**src/rtl/wb_pkg.sv**
```systemverilog
// rtl/wb_pkg.sv - shared types and defaults for the writeback stage
package wb_pkg;

  localparam int XLEN_DEF   = 32;
  localparam int REG_AW_DEF = 5;

  // Load funct3 encodings; anything outside this set is formatted as a word
  typedef enum logic [2:0] {
    LD_B  = 3'b000,
    LD_H  = 3'b001,
    LD_W  = 3'b010,
    LD_BU = 3'b100,
    LD_HU = 3'b101
  } ldtype_e;

  typedef struct packed {
    logic                  valid;
    logic [REG_AW_DEF-1:0] rd;
    logic [XLEN_DEF-1:0]   res;
  } wb_hist_t;

endpackage

```
**src/rtl/load_formatter.sv**
```systemverilog
// rtl/load_formatter.sv - extracts and extends byte/half/word load data
module load_formatter
  import wb_pkg::*;
#(
  parameter int XLEN = XLEN_DEF
) (
  input  logic [XLEN-1:0] memres,
  input  logic [2:0]      ldtype,
  input  logic [1:0]      addr_lo,
  output logic [XLEN-1:0] result
);

  logic [7:0]  byte_v;
  logic [15:0] half_v;
  logic [31:0] word_v;

  // Halfword pick uses addr_lo[1] only; misaligned halves never reach here
  always_comb begin
    byte_v = memres[8*addr_lo +: 8];
    half_v = addr_lo[1] ? memres[31:16] : memres[15:0];
    word_v = memres[31:0];
    case (ldtype)
      LD_B:    result = XLEN'($signed(byte_v));
      LD_BU:   result = XLEN'(byte_v);
      LD_H:    result = XLEN'($signed(half_v));
      LD_HU:   result = XLEN'(half_v);
      default: result = XLEN'($signed(word_v));
    endcase
  end

endmodule

```
**src/rtl/writeback_unit.sv**
```systemverilog
// rtl/writeback_unit.sv - result select, register-file write handshake and forwarding history
module writeback_unit
  import wb_pkg::*;
#(
  parameter int XLEN       = XLEN_DEF,
  parameter int HIST_DEPTH = 2,
  parameter int REG_AW     = REG_AW_DEF
) (
  input  logic                       clk,
  input  logic                       Rst_n,
  input  logic                       hold,
  input  logic                       in_valid,
  output logic                       in_ready,
  input  logic [REG_AW-1:0]          in_rd,
  input  logic                       in_regwrite,
  input  logic                       in_memread,
  input  logic [XLEN-1:0]            in_alures,
  input  logic [XLEN-1:0]            in_memres,
  input  logic [2:0]                 in_ldtype,
  input  logic [1:0]                 in_addr_lo,
  output logic                       rf_we,
  output logic [REG_AW-1:0]          rf_rd,
  output logic [XLEN-1:0]            rf_wdata,
  input  logic                       rf_grant,
  output logic [HIST_DEPTH-1:0]      hist_valid,
  output logic [HIST_DEPTH*REG_AW-1:0] hist_rd,
  output logic [HIST_DEPTH*XLEN-1:0] hist_res
);

  if (XLEN != 32 && XLEN != 64) begin : g_bad_xlen
    $error("writeback_unit: XLEN must be 32 or 64");
  end
  if (HIST_DEPTH < 1) begin : g_bad_depth
    $error("writeback_unit: HIST_DEPTH must be at least 1");
  end

  logic            out_valid;
  logic            out_regwrite;
  logic            we_raw;
  logic            retire;
  logic            accept;
  logic [XLEN-1:0] fmt_result;
  logic [XLEN-1:0] wb_result;

  load_formatter #(.XLEN(XLEN)) u_fmt (
    .memres  (in_memres),
    .ldtype  (in_ldtype),
    .addr_lo (in_addr_lo),
    .result  (fmt_result)
  );

  assign wb_result = in_memread ? fmt_result : in_alures;

  // x0 and non-writing entries never request the port, so they drain without a grant
  assign we_raw   = out_valid & out_regwrite & (rf_rd != '0);
  assign rf_we    = we_raw & ~hold;
  assign retire   = out_valid & ~hold & (rf_grant | ~we_raw);
  assign in_ready = ~hold & (~out_valid | retire);
  assign accept   = in_valid & in_ready;

  always_ff @(posedge clk or negedge Rst_n) begin
    if (!Rst_n) begin
      out_valid    <= 1'b0;
      out_regwrite <= 1'b0;
      rf_rd        <= '0;
      rf_wdata     <= '0;
    end else if (accept) begin
      out_valid    <= 1'b1;
      out_regwrite <= in_regwrite;
      rf_rd        <= in_rd;
      rf_wdata     <= wb_result;
    end else if (retire) begin
      out_valid    <= 1'b0;
    end
  end

  // History captures the retiring entry before the output register is overwritten
  always_ff @(posedge clk or negedge Rst_n) begin
    if (!Rst_n) begin
      hist_valid <= '0;
      hist_rd    <= '0;
      hist_res   <= '0;
    end else if (retire && we_raw) begin
      for (int i = HIST_DEPTH - 1; i > 0; i--) begin
        hist_valid[i]                <= hist_valid[i-1];
        hist_rd[i*REG_AW +: REG_AW]  <= hist_rd[(i-1)*REG_AW +: REG_AW];
        hist_res[i*XLEN +: XLEN]     <= hist_res[(i-1)*XLEN +: XLEN];
      end
      hist_valid[0]        <= 1'b1;
      hist_rd[REG_AW-1:0]  <= rf_rd;
      hist_res[XLEN-1:0]   <= rf_wdata;
    end
  end

endmodule

```
**config.mk**
```make
export PLATFORM = sky130hd
export DESIGN_NAME = writeback_unit
export DESIGN_NICKNAME = d
export VERILOG_FILES = /design/src/rtl/wb_pkg.sv /design/src/rtl/load_formatter.sv /design/src/rtl/writeback_unit.sv
export SDC_FILE = /design/constraint.sdc
export NUM_CORES = 1
export LEC_CHECK = 0
export CORE_UTILIZATION = 40
export DETAILED_ROUTE_END_ITERATION = 10
export PLACE_DENSITY = 0.84
export SYNTH_ARGS = -nofsm -noshare
export SYNTH_HDL_FRONTEND = slang
export SYNTH_SLANG_ARGS = --single-unit
```
**constraint.sdc**
```tcl
create_clock -name clk -period 3.1 [get_ports clk]
set_input_delay 0.31 -clock clk [delete_from_list [all_inputs] [get_ports clk]]
set_output_delay 0.31 -clock clk [all_outputs]
set_load 0.01 [all_outputs]
```
==> results.toml, run 1 <==
[floorplan]
die_x_um = 116
dieArea_mm2 = 0.0135
core_area_mm2 = 0.0127
start_util = 0.413
num_rows = 41
pin_count = 196
die_h_um = 116

[routing]
postRouteAntennaNets = 0
vias = 4223
drt-total-wl_mm = 14.5
initialDrtViolationCount = 235
wl_per_cell_um = 17.6
via_per_inst = 5.12
drt_first_pass_iters = 4
drc = 0

[pwr]
pwr-share-seq = 0.365
power_frac_clock = 0.310
max-vdd-ir-drop_v = 0.000524
power.switching_mw = 1.82
p_sw_frac = 0.277
p_int_mw = 4.76
leakagePower_nw = 3.44
powerDensity_mw_per_mm2 = 837
pwr-share-comb = 0.325
power_mw = 6.59

[sta]
finalCriticalPeriod_ns = 2.60
drv_slew = 0
worstMarginPinSlew_ns = 0.942
finalSetupViolations = 0
post-route-period-util = 0.840
tns_ns = 0
rsz0062_at_grt = "false"
skew_ns = 0.00762
hold_violations = 0
slew_headroom = 0.371
clock.fmax_mhz = 384

[clock_tree]
post_cts_resized = 0
cts_buffers = 17
path_clk_slew_ns = 0.05
htreeDepth = 4
clock-sinks = 115
cts_root_buf = "clkbuf_16"
cts_tree = "yes"
insertion_delay_ns = 0.42
clock_path_buffers = 2

[logic_synthesis]
synth_edf_count = 0
synth_compound_area_frac = 0.145
yosysWarnings = 0
synth.cell_area_mm2 = 0.00523
async_flop_share = 1.00
synth.avg_cell_area_um2 = 11.7
netlist_instances = 448
synth.distinct_cells = 39
synth_mux_area_frac = 0.179
yosys.area_share.adder = 0
ys_ff_latch = 115
synth_top_family_by_area = "multiplexers"
synthFlopType = "dfrtp_1"
yosysSeqAreaShare = 0.550
synth_xor_xnor_area_share = 0
synth_nets = 529
yosys.area_share.simple = 0.0708

[cells_and_area]
drive_above_1_share = 0.130
antenna_cells = 0
area_delta_synth_final_pct = 50.5
num-fill-cells = 1021
fin_util = 0.621
fin_nets = 721

[worst_setup_path]
critical-path-slowest-cell = "clkdlybuf4s50_1"
crit_type = "flop to output port"
crit_cells = 4
path_cells = "or3_4, o311ai_2, nor2b_1, clkdlybuf4s50_1"
cpLargestDelayFamily = "simple AND/OR/NAND/NOR gates"
rr_startpoint = "rf_rd[0]"
max_stage_delay_ns = 0.58
path_max_fanout = 4
r2r_cells = 5
critPathLaunchType = "flop"
critPathArrivalTime_ns = 2.29
cp-end-kind = "output port"
crit_buf_inv = 1
crit_required_ns = 2.79
r2r_slack_ns = 0.73
reg2reg_to = "rf_wdata[12]"

[grt]
gr-total-overflow = 0
track_usage = 0.230
grt_pass1_vias = 4368
grt_pass1_wl_mm = 22.8
grt_max_degree = 61
antenna_found_initial = 0

[status]
status = "finished clean"

[placement]
port_buffers = 195
gp_congestion = 0.842
dp_hpwl_mm = 10.7

[min_path]
hp-class = "input port to flop"
timing.hold.worst_path_depth = 3
min_to = "rf_rd[3]"
holdCritStartpoint = "in_rd[3]"

[job]
cap_violations = 0
[area by class of cell]
type / count / area, um^2 / area share
flip-flops and latches: 115 / 2880 / 0.366
multi-input cells: 288 / 2070 / 0.263
repair buffers: 202 / 2020 / 0.257
clock buffers: 21 / 460 / 0.0585
well taps: 172 / 215 / 0.0273
clock inverters: 11 / 158 / 0.0200
inverters: 16 / 60.1 / 0.00763
[synth_stat cells (3+ instances only)]
cell	n	share of area
nand2b_1	9	0.011
o32a_1	3	0.0057
buf_8	5	0.014
buf_4	6	0.0086
nor2b_1	4	0.0048
o21ai_1	26	0.025
nand3_1	3	0.0029
o21a_1	4	0.0057
o21ai_0	30	0.029
mux2_1	39	0.084
buf_6	4	0.0086
nor2_1	12	0.0086
clkbuf_1	9	0.0065
and2_1	3	0.0036
buf_2	5	0.0048
nand2_1	45	0.032
inv_1	16	0.011
mux2i_1	8	0.015
o211ai_1	6	0.0086
o221ai_1	6	0.010
mux2_2	37	0.080
dfrtp_1	115	0.55
o31a_1	4	0.0067
a21oi_1	30	0.029
a31oi_1	5	0.0060
[power groups by stage]
stage | logic, mW | registers (mW) | clock network [mW]
2_1_floorplan | 0.566 | 2.62 | 0
3_3_place_gp | 2.11 | 2.38 | 0
3_5_place_dp | 2.16 | 2.43 | 0
4_1_cts | 2.17 | 2.41 | 2.07
5_1_grt | 2.31 | 2.48 | 2.15
6_report | 2.14 | 2.40 | 2.04
[kinds of logic (layout without fill, tap and decap cells)]
group / count (synthesis) / count (layout)
multiplexers: 84 / 84
AO/OA/AOI/OAI: 123 / 123
buffers and inverters: 45 / 250
AND/OR/NAND/NOR: 81 / 81
flip-flops: 115 / 115
[repair_timing]
item | CTS | global route
hold endpoints to repair | 55 | 0
setup buffers | 0 | 0
hold buffers | 1 | 0
[sequential cells by signal, summed over array words and instances, names as in the netlist]
signal,flops
rf_rd,5
rf_wdata,32
hist_valid,2
hist_res,64
out_valid,1
hist_rd,10
out_regwrite,1
[metrics by stage]
step | worst slack, ns | hold WS, ns | instances | area (um^2)
floorplan | 1.17 | 0.0144 | 448 | 5230
global placement | 0.664 | 0.401 | 792 | 7240
detailed placement | 0.653 | 0.413 | 792 | 7240
CTS | 0.449 | 0.400 | 825 | 7870
global route | 0.354 | 0.452 | 825 | 7870
finish | 0.497 | 0.423 | 825 | 7870
[worst reg2reg max path, cell delays in order (launching register included)]
cell      delay [ns]
dfrtp_1         0.41
or3_4           0.39
o311ai_2        0.27
and2_2          0.74
o211ai_1        0.26
o21a_1          0.17
[per-layer routing]
layer | vias to the layer above | track usage | wire length, um | share of wire
met5 | - | 0 | 0 | 0
met4 | 0 | 0.106 | 376 | 0.026
met3 | 32 | 0.0773 | 915 | 0.063
met2 | 151 | 0.373 | 7140 | 0.49
met1 | 2057 | 0.276 | 6110 | 0.42
li1 | 1983 | - | - | -
[placed cells by master, fill, tap and decap left out, drive strengths merged, types with 3 or more instances in the layout]
| cell | n |
|---|---|
| clkdlybuf4s50 | 193 |
| dfrtp | 115 |
| mux2 | 76 |
| o21ai | 56 |
| nand2 | 46 |
| a21oi | 30 |
| clkbuf | 21 |
| inv | 16 |
| nor2 | 12 |
| nand2b | 9 |
| mux2i | 8 |
| buf | 8 |
| o211ai | 6 |
| o221ai | 6 |
| clkinv | 6 |
| a31oi | 5 |
| nor2b | 4 |
| o31a | 4 |
| o21a | 4 |
| bufinv | 4 |
| o32a | 4 |
| nand3 | 3 |
| and2 | 3 |
[worst max path at each step]
stage | from | endpoint | slack (ns)
detailed placement | in_addr_lo[1] | rf_wdata[12] | 0.65
finish | rf_rd[0] | in_ready | 0.50
global placement | in_addr_lo[1] | rf_wdata[12] | 0.66
floorplan | rf_rd[1] | hist_res[33] | 1.17
CTS | rf_rd[0] | in_ready | 0.45
global route | rf_rd[0] | in_ready | 0.35
No activity file was read; power rests on OpenSTA's default activity.
==> run 2, diff against run 1 <==
Clock period 3.1 ns to 2.45 ns, I/O delays scaled along.
==> results.toml, run 2 (same netlist as run 1, synthesis figures left out) <==
[pwr]
max-vdd-ir-drop_v = 0.000645
power_frac_clock = 0.295
pwr-share-seq = 0.373
p_int_mw = 5.92
p_sw_frac = 0.275
powerDensity_mw_per_mm2 = 1030
leakagePower_nw = 3.45
pwr-share-comb = 0.332
power.switching_mw = 2.24

[placement]
dp_hpwl_mm = 10.8
port_buffers = 195
dpl.cell_count = 797
place_area_mm2 = 0.00730
gp_congestion = 0.905

[cells_and_area]
fin_nets = 726
layout_common_cells = "192 x clkdlybuf4s50_1, 115 x dfrtp_1, 45 x nand2_1"
largest_reg_flops = 64
area_delta_synth_final_pct = 51.0
final_cells = 829
reg_top3 = "hist_res x64, rf_wdata x32, hist_rd x10"
stdcell_area_mm2 = 0.00790
drive_above_1_share = 0.131
antenna_cells = 0
layout_commonest_cell = "clkdlybuf4s50_1"
regMostFlops = "hist_res"

[worst_setup_path]
critPathArrivalTime_ns = 2.03
rr_startpoint = "rf_rd[1]"
crit_type = "flop to output port"
path_max_fanout = 4
critPathLaunchType = "flop"
startpoint = "rf_rd[1]"
cp-end-kind = "output port"
crit_required_ns = 2.20

[sta]
clock.fmax_mhz = 440
finalSetupViolations = 0
slew_headroom = 0.610
skew_ns = 0.00579
drv_slew = 0
finalCriticalPeriod_ns = 2.27
worstMarginPinSlew_ns = 0.585
tns_ns = 0
rsz0062_at_grt = "false"
post-route-period-util = 0.927
hold_violations = 0

[clock_tree]
cts_root_buf = "clkbuf_16"
insertion_delay_ns = 0.40
cts_buffers = 17
cts_tree = "yes"
clock_path_buffers = 2
htreeDepth = 4
clock-sinks = 115
post_cts_buffers = 0
path_clk_slew_ns = 0.05

[floorplan]
die_x_um = 116
core_area_mm2 = 0.0127
pin_count = 196
dieArea_mm2 = 0.0135
start_util = 0.413
die_h_um = 116
num_rows = 41

[routing]
drt_first_pass_iters = 6
vias = 4267
via_per_inst = 5.15
initialDrtViolationCount = 195
drc = 0
drt-total-wl_mm = 14.3
postRouteAntennaNets = 0
wl_per_cell_um = 17.2

[job]
cap_violations = 0

[min_path]
holdCritStartpoint = "in_regwrite"
hp-class = "input port to flop"

[grt]
grt_max_degree = 56
antenna_found_initial = 0
use_met1 = 0.275
grt_pass1_wl_mm = 22.6
gr-usage-met2 = 0.360
gr-usage-met3 = 0.0664
grt_pass1_vias = 4330
track_usage = 0.223
grt-busiest-layer = "met2"
gr-total-overflow = 0

[status]
status = "finished clean"
run 2: layout make-up:
cell class,instances,area (um^2)
fillers,1030,4780
flip-flops and latches,115,2880
repair buffers,207,2090
multi-input cells,288,2070
clock buffers,27,513
well taps,172,215
clock inverters,4,70.1
inverters,16,60.1
run 2: what timing repair did:
item	4_1_cts	5_1_grt
hold buffers	1	0
resized for setup	1	0
hold endpoints to repair	41	0
setup endpoints to repair	1	0
run 2: power by group through the flow:
stage	Sequential, mW	Combinational (mW)	Clock (mW)
floorplan	3.31	0.716	0
global placement	3.03	2.67	0
detailed placement	3.08	2.73	0
CTS	3.05	2.74	2.45
global route	3.14	2.92	2.54
finish	3.04	2.71	2.40
run 2: stage by stage:
step / util / setup slack [ns] / hold WS, ns / total power [mW]
3_5_place_dp: 0.576 / 0.213 / 0.286 / 5.81
2_1_floorplan: - / 0.525 / -0.0506 / 4.03
6_report: 0.623 / 0.180 / 0.377 / 8.16
4_1_cts: 0.623 / 0.153 / 0.366 / 8.25
5_1_grt: 0.623 / 0.0728 / 0.378 / 8.60
3_3_place_gp: 0.576 / 0.305 / 0.274 / 5.69
run 2: worst max-delay path, cell delays in order, from the launching register on:
cell             delay, ns
dfrtp_1               0.40
or3_4                 0.41
o31ai_2               0.19
nor2_1                0.11
clkdlybuf4s50_1       0.51
run 2: final timing paths:
| path | to | slack (ns) | depth (start not counted) |
|---|---|---|---|
| max reg2reg | rf_wdata[13] | 0.45 | 6 |
| min | out_regwrite | 0.38 | 3 |
| max in group asynchronous | hist_res[38] | 1.36 | 3 |
| min in group asynchronous | hist_res[29] | 0.40 | 2 |
| max | rf_we | 0.18 | 4 |
| min reg2reg | out_regwrite | 0.47 | 2 |
run 2: routing by layer:
metal / share of wire / vias to the layer above
met2: 0.48 / 182
met3: 0.066 / 31
met5: 0 / -
met1: 0.42 / 2057
met4: 0.030 / 0
li1: - / 1997
